**src/rtl/stopwatch_controller_if.sv**
```systemverilog
// Stopwatch controller signal bundle: divider/switch/button inputs and MM:SS display outputs.
// master drives the inputs (test/board side); slave is the controller.
interface stopwatch_controller_if;
  logic       clk_1hz;
  logic       clk_2hz;
  logic       clk_blink;
  logic       sw_adj;
  logic       sw_sel;
  logic       btn_pause;
  logic       btn_reset;
  logic [5:0] minutes;
  logic [5:0] seconds;
  logic       blank_min;
  logic       blank_sec;
  logic       running;
  logic [1:0] state;

  modport master (
    output clk_1hz, clk_2hz, clk_blink, sw_adj, sw_sel, btn_pause, btn_reset,
    input  minutes, seconds, blank_min, blank_sec, running, state
  );

  modport slave (
    input  clk_1hz, clk_2hz, clk_blink, sw_adj, sw_sel, btn_pause, btn_reset,
    output minutes, seconds, blank_min, blank_sec, running, state
  );
endinterface

```
**src/rtl/stopwatch_controller.sv**
```systemverilog
// IDLE/RUN/PAUSE/ADJ stopwatch FSM with MM:SS count; divider outputs are synchronised data, ticks land
// SYNC_STAGES+1 clk_in edges after a divider rise; all outputs registered, no backpressure.
module stopwatch_controller #(
  parameter int MAX_MIN     = 59,
  parameter int MAX_SEC     = 59,
  parameter int SYNC_STAGES = 2
) (
  input  logic                  clk_in,
  input  logic                  rst,
  stopwatch_controller_if.slave bus
);

  typedef enum logic [1:0] {
    IDLE  = 2'd0,
    RUN   = 2'd1,
    PAUSE = 2'd2,
    ADJ   = 2'd3
  } state_t;

  localparam int         LAST    = SYNC_STAGES - 1;
  localparam logic [5:0] MIN_TOP = 6'(MAX_MIN);
  localparam logic [5:0] SEC_TOP = 6'(MAX_SEC);

  logic [LAST:0] sync_1hz, sync_2hz, sync_blink, sync_adj, sync_sel;
  logic          d_1hz, d_2hz;
  logic          tick_1hz, tick_2hz, adj_s, sel_s, blink_s;

  state_t     state_q;
  logic [5:0] min_q, sec_q;
  logic       blank_min_q, blank_sec_q, running_q;

  assign adj_s    = sync_adj[LAST];
  assign sel_s    = sync_sel[LAST];
  assign blink_s  = sync_blink[LAST];
  assign tick_1hz = sync_1hz[LAST] & ~d_1hz;
  assign tick_2hz = sync_2hz[LAST] & ~d_2hz;

  always_ff @(posedge clk_in or posedge rst) begin
    if (rst) begin
      sync_1hz    <= '0;
      sync_2hz    <= '0;
      sync_blink  <= '0;
      sync_adj    <= '0;
      sync_sel    <= '0;
      d_1hz       <= 1'b0;
      d_2hz       <= 1'b0;
      state_q     <= IDLE;
      min_q       <= 6'd0;
      sec_q       <= 6'd0;
      blank_min_q <= 1'b0;
      blank_sec_q <= 1'b0;
      running_q   <= 1'b0;
    end else begin
      sync_1hz   <= {sync_1hz[LAST-1:0], bus.clk_1hz};
      sync_2hz   <= {sync_2hz[LAST-1:0], bus.clk_2hz};
      sync_blink <= {sync_blink[LAST-1:0], bus.clk_blink};
      sync_adj   <= {sync_adj[LAST-1:0], bus.sw_adj};
      sync_sel   <= {sync_sel[LAST-1:0], bus.sw_sel};
      d_1hz      <= sync_1hz[LAST];
      d_2hz      <= sync_2hz[LAST];

      // Next state is ADJ exactly when adj_s is high, so blanking tracks the registered state.
      blank_min_q <= adj_s & sel_s & blink_s;
      blank_sec_q <= adj_s & ~sel_s & blink_s;

      if (adj_s) begin
        running_q <= 1'b0;
        if (state_q != ADJ) begin
          state_q <= ADJ;
        end else if (bus.btn_reset) begin
          min_q <= 6'd0;
          sec_q <= 6'd0;
        end else if (tick_2hz) begin
          if (sel_s) min_q <= (min_q == MIN_TOP) ? 6'd0 : min_q + 6'd1;
          else       sec_q <= (sec_q == SEC_TOP) ? 6'd0 : sec_q + 6'd1;
        end
      end else if (state_q == ADJ) begin
        state_q   <= PAUSE;
        running_q <= 1'b0;
      end else if (bus.btn_reset) begin
        min_q     <= 6'd0;
        sec_q     <= 6'd0;
        state_q   <= IDLE;
        running_q <= 1'b0;
      end else begin
        if (state_q == RUN && tick_1hz) begin
          if (sec_q == SEC_TOP) begin
            sec_q <= 6'd0;
            min_q <= (min_q == MIN_TOP) ? 6'd0 : min_q + 6'd1;
          end else begin
            sec_q <= sec_q + 6'd1;
          end
        end
        if (bus.btn_pause) begin
          if (state_q == RUN) begin
            state_q   <= PAUSE;
            running_q <= 1'b0;
          end else begin
            state_q   <= RUN;
            running_q <= 1'b1;
          end
        end
      end
    end
  end

  assign bus.minutes   = min_q;
  assign bus.seconds   = sec_q;
  assign bus.blank_min = blank_min_q;
  assign bus.blank_sec = blank_sec_q;
  assign bus.running   = running_q;
  assign bus.state     = state_q;

endmodule

```
**src/flat_wrapper.sv**
```systemverilog
// flat-port wrapper written by rule: the top's interface ports become plain ports
module stopwatch_controller_flat 
#(
  parameter int MAX_MIN     = 59,
  parameter int MAX_SEC     = 59,
  parameter int SYNC_STAGES = 2
)
  (clk_in, rst, bus_clk_1hz, bus_clk_2hz, bus_clk_blink, bus_sw_adj, bus_sw_sel, bus_btn_pause, bus_btn_reset, bus_minutes, bus_seconds, bus_blank_min, bus_blank_sec, bus_running, bus_state);
  stopwatch_controller_if bus_i ();
  input  logic clk_in;
  input  logic rst;
  input wire logic [$bits(bus_i.clk_1hz)-1:0] bus_clk_1hz;
  input wire logic [$bits(bus_i.clk_2hz)-1:0] bus_clk_2hz;
  input wire logic [$bits(bus_i.clk_blink)-1:0] bus_clk_blink;
  input wire logic [$bits(bus_i.sw_adj)-1:0] bus_sw_adj;
  input wire logic [$bits(bus_i.sw_sel)-1:0] bus_sw_sel;
  input wire logic [$bits(bus_i.btn_pause)-1:0] bus_btn_pause;
  input wire logic [$bits(bus_i.btn_reset)-1:0] bus_btn_reset;
  output wire logic [$bits(bus_i.minutes)-1:0] bus_minutes;
  output wire logic [$bits(bus_i.seconds)-1:0] bus_seconds;
  output wire logic [$bits(bus_i.blank_min)-1:0] bus_blank_min;
  output wire logic [$bits(bus_i.blank_sec)-1:0] bus_blank_sec;
  output wire logic [$bits(bus_i.running)-1:0] bus_running;
  output wire logic [$bits(bus_i.state)-1:0] bus_state;
  assign bus_i.clk_1hz = bus_clk_1hz;
  assign bus_i.clk_2hz = bus_clk_2hz;
  assign bus_i.clk_blink = bus_clk_blink;
  assign bus_i.sw_adj = bus_sw_adj;
  assign bus_i.sw_sel = bus_sw_sel;
  assign bus_i.btn_pause = bus_btn_pause;
  assign bus_i.btn_reset = bus_btn_reset;
  assign bus_minutes = bus_i.minutes;
  assign bus_seconds = bus_i.seconds;
  assign bus_blank_min = bus_i.blank_min;
  assign bus_blank_sec = bus_i.blank_sec;
  assign bus_running = bus_i.running;
  assign bus_state = bus_i.state;
  stopwatch_controller #(.MAX_MIN(MAX_MIN), .MAX_SEC(MAX_SEC), .SYNC_STAGES(SYNC_STAGES)) u_core (.clk_in(clk_in), .rst(rst), .bus(bus_i));
endmodule
```
**config.mk**
```make
export PLATFORM = sky130hd
export DESIGN_NAME = stopwatch_controller_flat
export DESIGN_NICKNAME = d
export VERILOG_FILES = /design/src/rtl/stopwatch_controller_if.sv /design/src/rtl/stopwatch_controller.sv /design/src/flat_wrapper.sv
export SDC_FILE = /design/constraint.sdc
export NUM_CORES = 1
export LEC_CHECK = 0
export ABC_AREA = 1
export CORE_ASPECT_RATIO = 1.4
export CORE_MARGIN = 2
export CORE_UTILIZATION = 32
export DETAILED_ROUTE_END_ITERATION = 6
export MAX_ROUTING_LAYER = met4
export SYNTH_ARGS = -nofsm -noshare
export SYNTH_HDL_FRONTEND = slang
export SYNTH_SLANG_ARGS = --single-unit
```
**constraint.sdc**
```tcl
create_clock -name clk_in -period 1.6 [get_ports clk_in]
set_input_delay 0.4 -clock clk_in [delete_from_list [all_inputs] [get_ports clk_in]]
set_output_delay 0.4 -clock clk_in [all_outputs]
set_load 0.005 [all_outputs]
```
==> out/results.tsv <==
metric	value	unit
area overhead of the layout relative to synthesis	40.8	%
worst relative slew slack	75.7	%
Worst EP arrival	1170	ps
cell type of the slowest stage on the worst timing path	sky130_fd_sc_hd__clkdlybuf4s50_1	
average wire per cell in the routed design	11.6	microns
library cell occupying the most area in the post-synthesis netlist	sky130_fd_sc_hd__dfrtp_1	
number of buffers inserted by hold repair at cts	0	
number of nets with antenna violations after detailed routing	0	
clock sink count	29	
via count	1191	
Max Transition Viols Final	0	
vias per inst	4.69	
share of cells above drive strength 1	26.8	%
sequence of cells on the critical path	clkdlybuf4s50_1	
register clock-pin slew on the reported worst setup and hold paths	60	ps
clock latency on the worst-skew pair	270	ps
outcome	completed	
net count reported at finish	221	
initial core utilization	33.3	%
worst-case vdd ir drop	0.000590	V
Pre-Repair DR Iteration Count	4	
highest routing layer actually used	met4	
highest net fanout along the worst path	2	
measured slew at the worst slew-check pin	364	ps
yosys warns	0	
GRT Overall Usage	14.1	%
synth unique cells	25	
number of setup violations in the final report	0	
setup slack at placement	-92.7	ps
clock tree buffer depth	2	
sort of element at the start of the critical path	register	
hold crit path type	reg2reg	
Buf+Inv Stages, Crit Path	1	
area of the mapped netlist	0.00140	sq mm
antenna diode instance count	0	
max-cap violations	0	
antenna violations before repair	0	
Worst setup EP type	output pin	
Total Power	2.36	mW
leakage power total	0.970	nW
hold violation total from the final report	0	
list of most frequent post-synthesis cells	sky130_fd_sc_hd__nand2_1, sky130_fd_sc_hd__dfrtp_1, sky130_fd_sc_hd__nor2_1	
Worst Setup Slack, final	30.5	ps
Chip Height	82.3	microns
worst hold slack	347	ps
die area	0.00493	sq mm
number of primary I/O pins	26	
Seq/Total Area, Yosys	51.8	%
Req. time, crit path	1200	ps
number of H-tree branching levels	2	
worst setup path class	reg2out	
number of global-route vias before repair	1182	
dominant register cell in the synthesized netlist	sky130_fd_sc_hd__dfrtp_1	
kind of cell adding the most delay to the critical path	buffers and inverters	
pin count of the biggest net entering global routing	30	
share of synthesized flip-flops with an asynchronous set or reset	100	%
DP Wirelength	2.01	mm
most repeated cell in the gate-level netlist after synthesis	sky130_fd_sc_hd__nand2_1	
number of synthesized flops with an enable pin	0	
min cycle time layout	1570	ps
area inside the core boundary	0.00420	sq mm
most area-consuming cells after synthesis	sky130_fd_sc_hd__dfrtp_1, sky130_fd_sc_hd__nand2_1, sky130_fd_sc_hd__nor2_1	
CTS root buffer	sky130_fd_sc_hd__clkbuf_8	
Largest stage delay, worst path	510	ps
remaining design rule violation count	0	
Max Clk Rate	637	MHz
Final Routed Wirelength	2.96	mm
per-instance average area after synthesis	8.87	sq um
Core Rows	28	
pwr/cell area	1190	mW/mm^2
first-pass GRT wire length	5.01	mm
placer's final routability congestion estimate	0.829	
routed length on met3	75	microns
CTS Buf Count	5	
met1 layer wirelength in the final routing	1.19	mm
aggregate global routing overflow	0	
clock tree from TritonCTS	yes	
fraction of the cycle the final worst path needs	98.1	%
number of buffers added on ports	25	
Chip Width	59.9	microns
Synth top area share	51.8	%
DR iter-0 viols	19	
Mapped Cells	158	
total length of routed met2 wires	1.66	mm
number of flip-flops and latches in the synthesized netlist	29	
Post-Synthesis Net Count	171	
Final Skew	2.78	ps
==> per-layer routing <==
metal,vias to the layer above,track usage (%)
met2,19,25.1
met4,0,6.00
met1,568,14.1
li1,602,-
met5,-,-
met3,2,3.74
==> sequential cells by signal (all words and copies together), names as in the netlist, 2 cells and up <==
register	cells
u_core.sync_sel	2
u_core.sync_adj	2
u_core.sync_2hz	2
u_core.sync_1hz	2
u_core.sync_blink	2
u_core.bus.minutes	6
u_core.bus.state	2
u_core.bus.seconds	6
==> layout by cell type, fill, tap and decap left out, types with 3 or more instances in the layout <==
cell type                          n
sky130_fd_sc_hd__nand2_1          33
sky130_fd_sc_hd__ha_1              3
sky130_fd_sc_hd__clkbuf_8          5
sky130_fd_sc_hd__nor2_1           17
sky130_fd_sc_hd__inv_1            15
sky130_fd_sc_hd__nand2_2          10
sky130_fd_sc_hd__dfrtp_2           3
sky130_fd_sc_hd__clkdlybuf4s50_1  22
sky130_fd_sc_hd__dfrtp_1          26
sky130_fd_sc_hd__buf_4            19
sky130_fd_sc_hd__o21ai_2           4
sky130_fd_sc_hd__o21ai_1           5
sky130_fd_sc_hd__inv_2             3
sky130_fd_sc_hd__nand3_1          12
sky130_fd_sc_hd__nand4_1           4
==> cell type report <==
type / instances / area (sq um)
clock inverter: 2 / 10.0
clock buffer: 6 / 72.6
inverter: 18 / 67.6
tap: 45 / 56.3
sequential: 29 / 729
multi-input combinational: 108 / 596
fill: 426 / 2230
timing repair buffer: 46 / 442
==> where the power goes <==
part | switching [mW] | leakage, nW | internal (mW) | total [mW]
logic | 0.435 | 0.563 | 0.458 | 0.893
registers | 0.0710 | 0.361 | 0.840 | 0.911
clock network | 0.253 | 0.0450 | 0.300 | 0.553
==> cell families after synthesis <==
group,share of synthesized area [%]
AO/OA/AOI/OAI,7.68
XOR/XNOR,1.88
adder cells (fa/ha/maj),3.57
buffers and inverters,6.79
flip-flops,51.8
AND/OR/NAND/NOR,28.3
==> worst paths after layout <==
kind | to | from | cells after the start | slack [ps]
hold / removal | u_core.sync_adj[1]$_DFF_PP0_ | u_core.sync_adj[0]$_DFF_PP0_ | 0 | 350
setup reg to reg | u_core.bus.minutes[1]$_DFFE_PP0P_ | u_core.bus.seconds[0]$_DFFE_PP0P_ | 10 | 120
max in group asynchronous | u_core.bus.minutes[4]$_DFFE_PP0P_ | rst | 3 | 820
hold reg to reg | u_core.sync_adj[1]$_DFF_PP0_ | u_core.sync_adj[0]$_DFF_PP0_ | 0 | 350
min in group asynchronous | u_core.sync_1hz[0]$_DFF_PP0_ | rst | 3 | 490
setup / recovery | bus_seconds[3] | u_core.bus.seconds[3]$_DFFE_PP0P_ | 1 | 30
==> metrics by stage <==
stage / TNS, ps / utilization, % / std cells / cell area (sq um)
after floorplan: 0 / - / 158 / 1400
after global placement: -159 / 41.9 / 234 / 1760
after detailed placement: -561 / 41.9 / 234 / 1760
after CTS: 0 / 45.7 / 252 / 1920
after global routing: -11.4 / 46.9 / 254 / 1970
final: 0 / 46.9 / 254 / 1970
==> timing repair <==
| item | CTS | global route |
|---|---|---|
| setup endpoints to repair | 11 | 5 |
| resized for setup | 4 | 7 |
| gates cloned | 0 | 1 |
| pin swaps | 0 | 1 |
| buffers inserted | 10 | 1 |
| endpoints found under the hold margin | 0 | 0 |
Power figures use the tool's default switching activity.
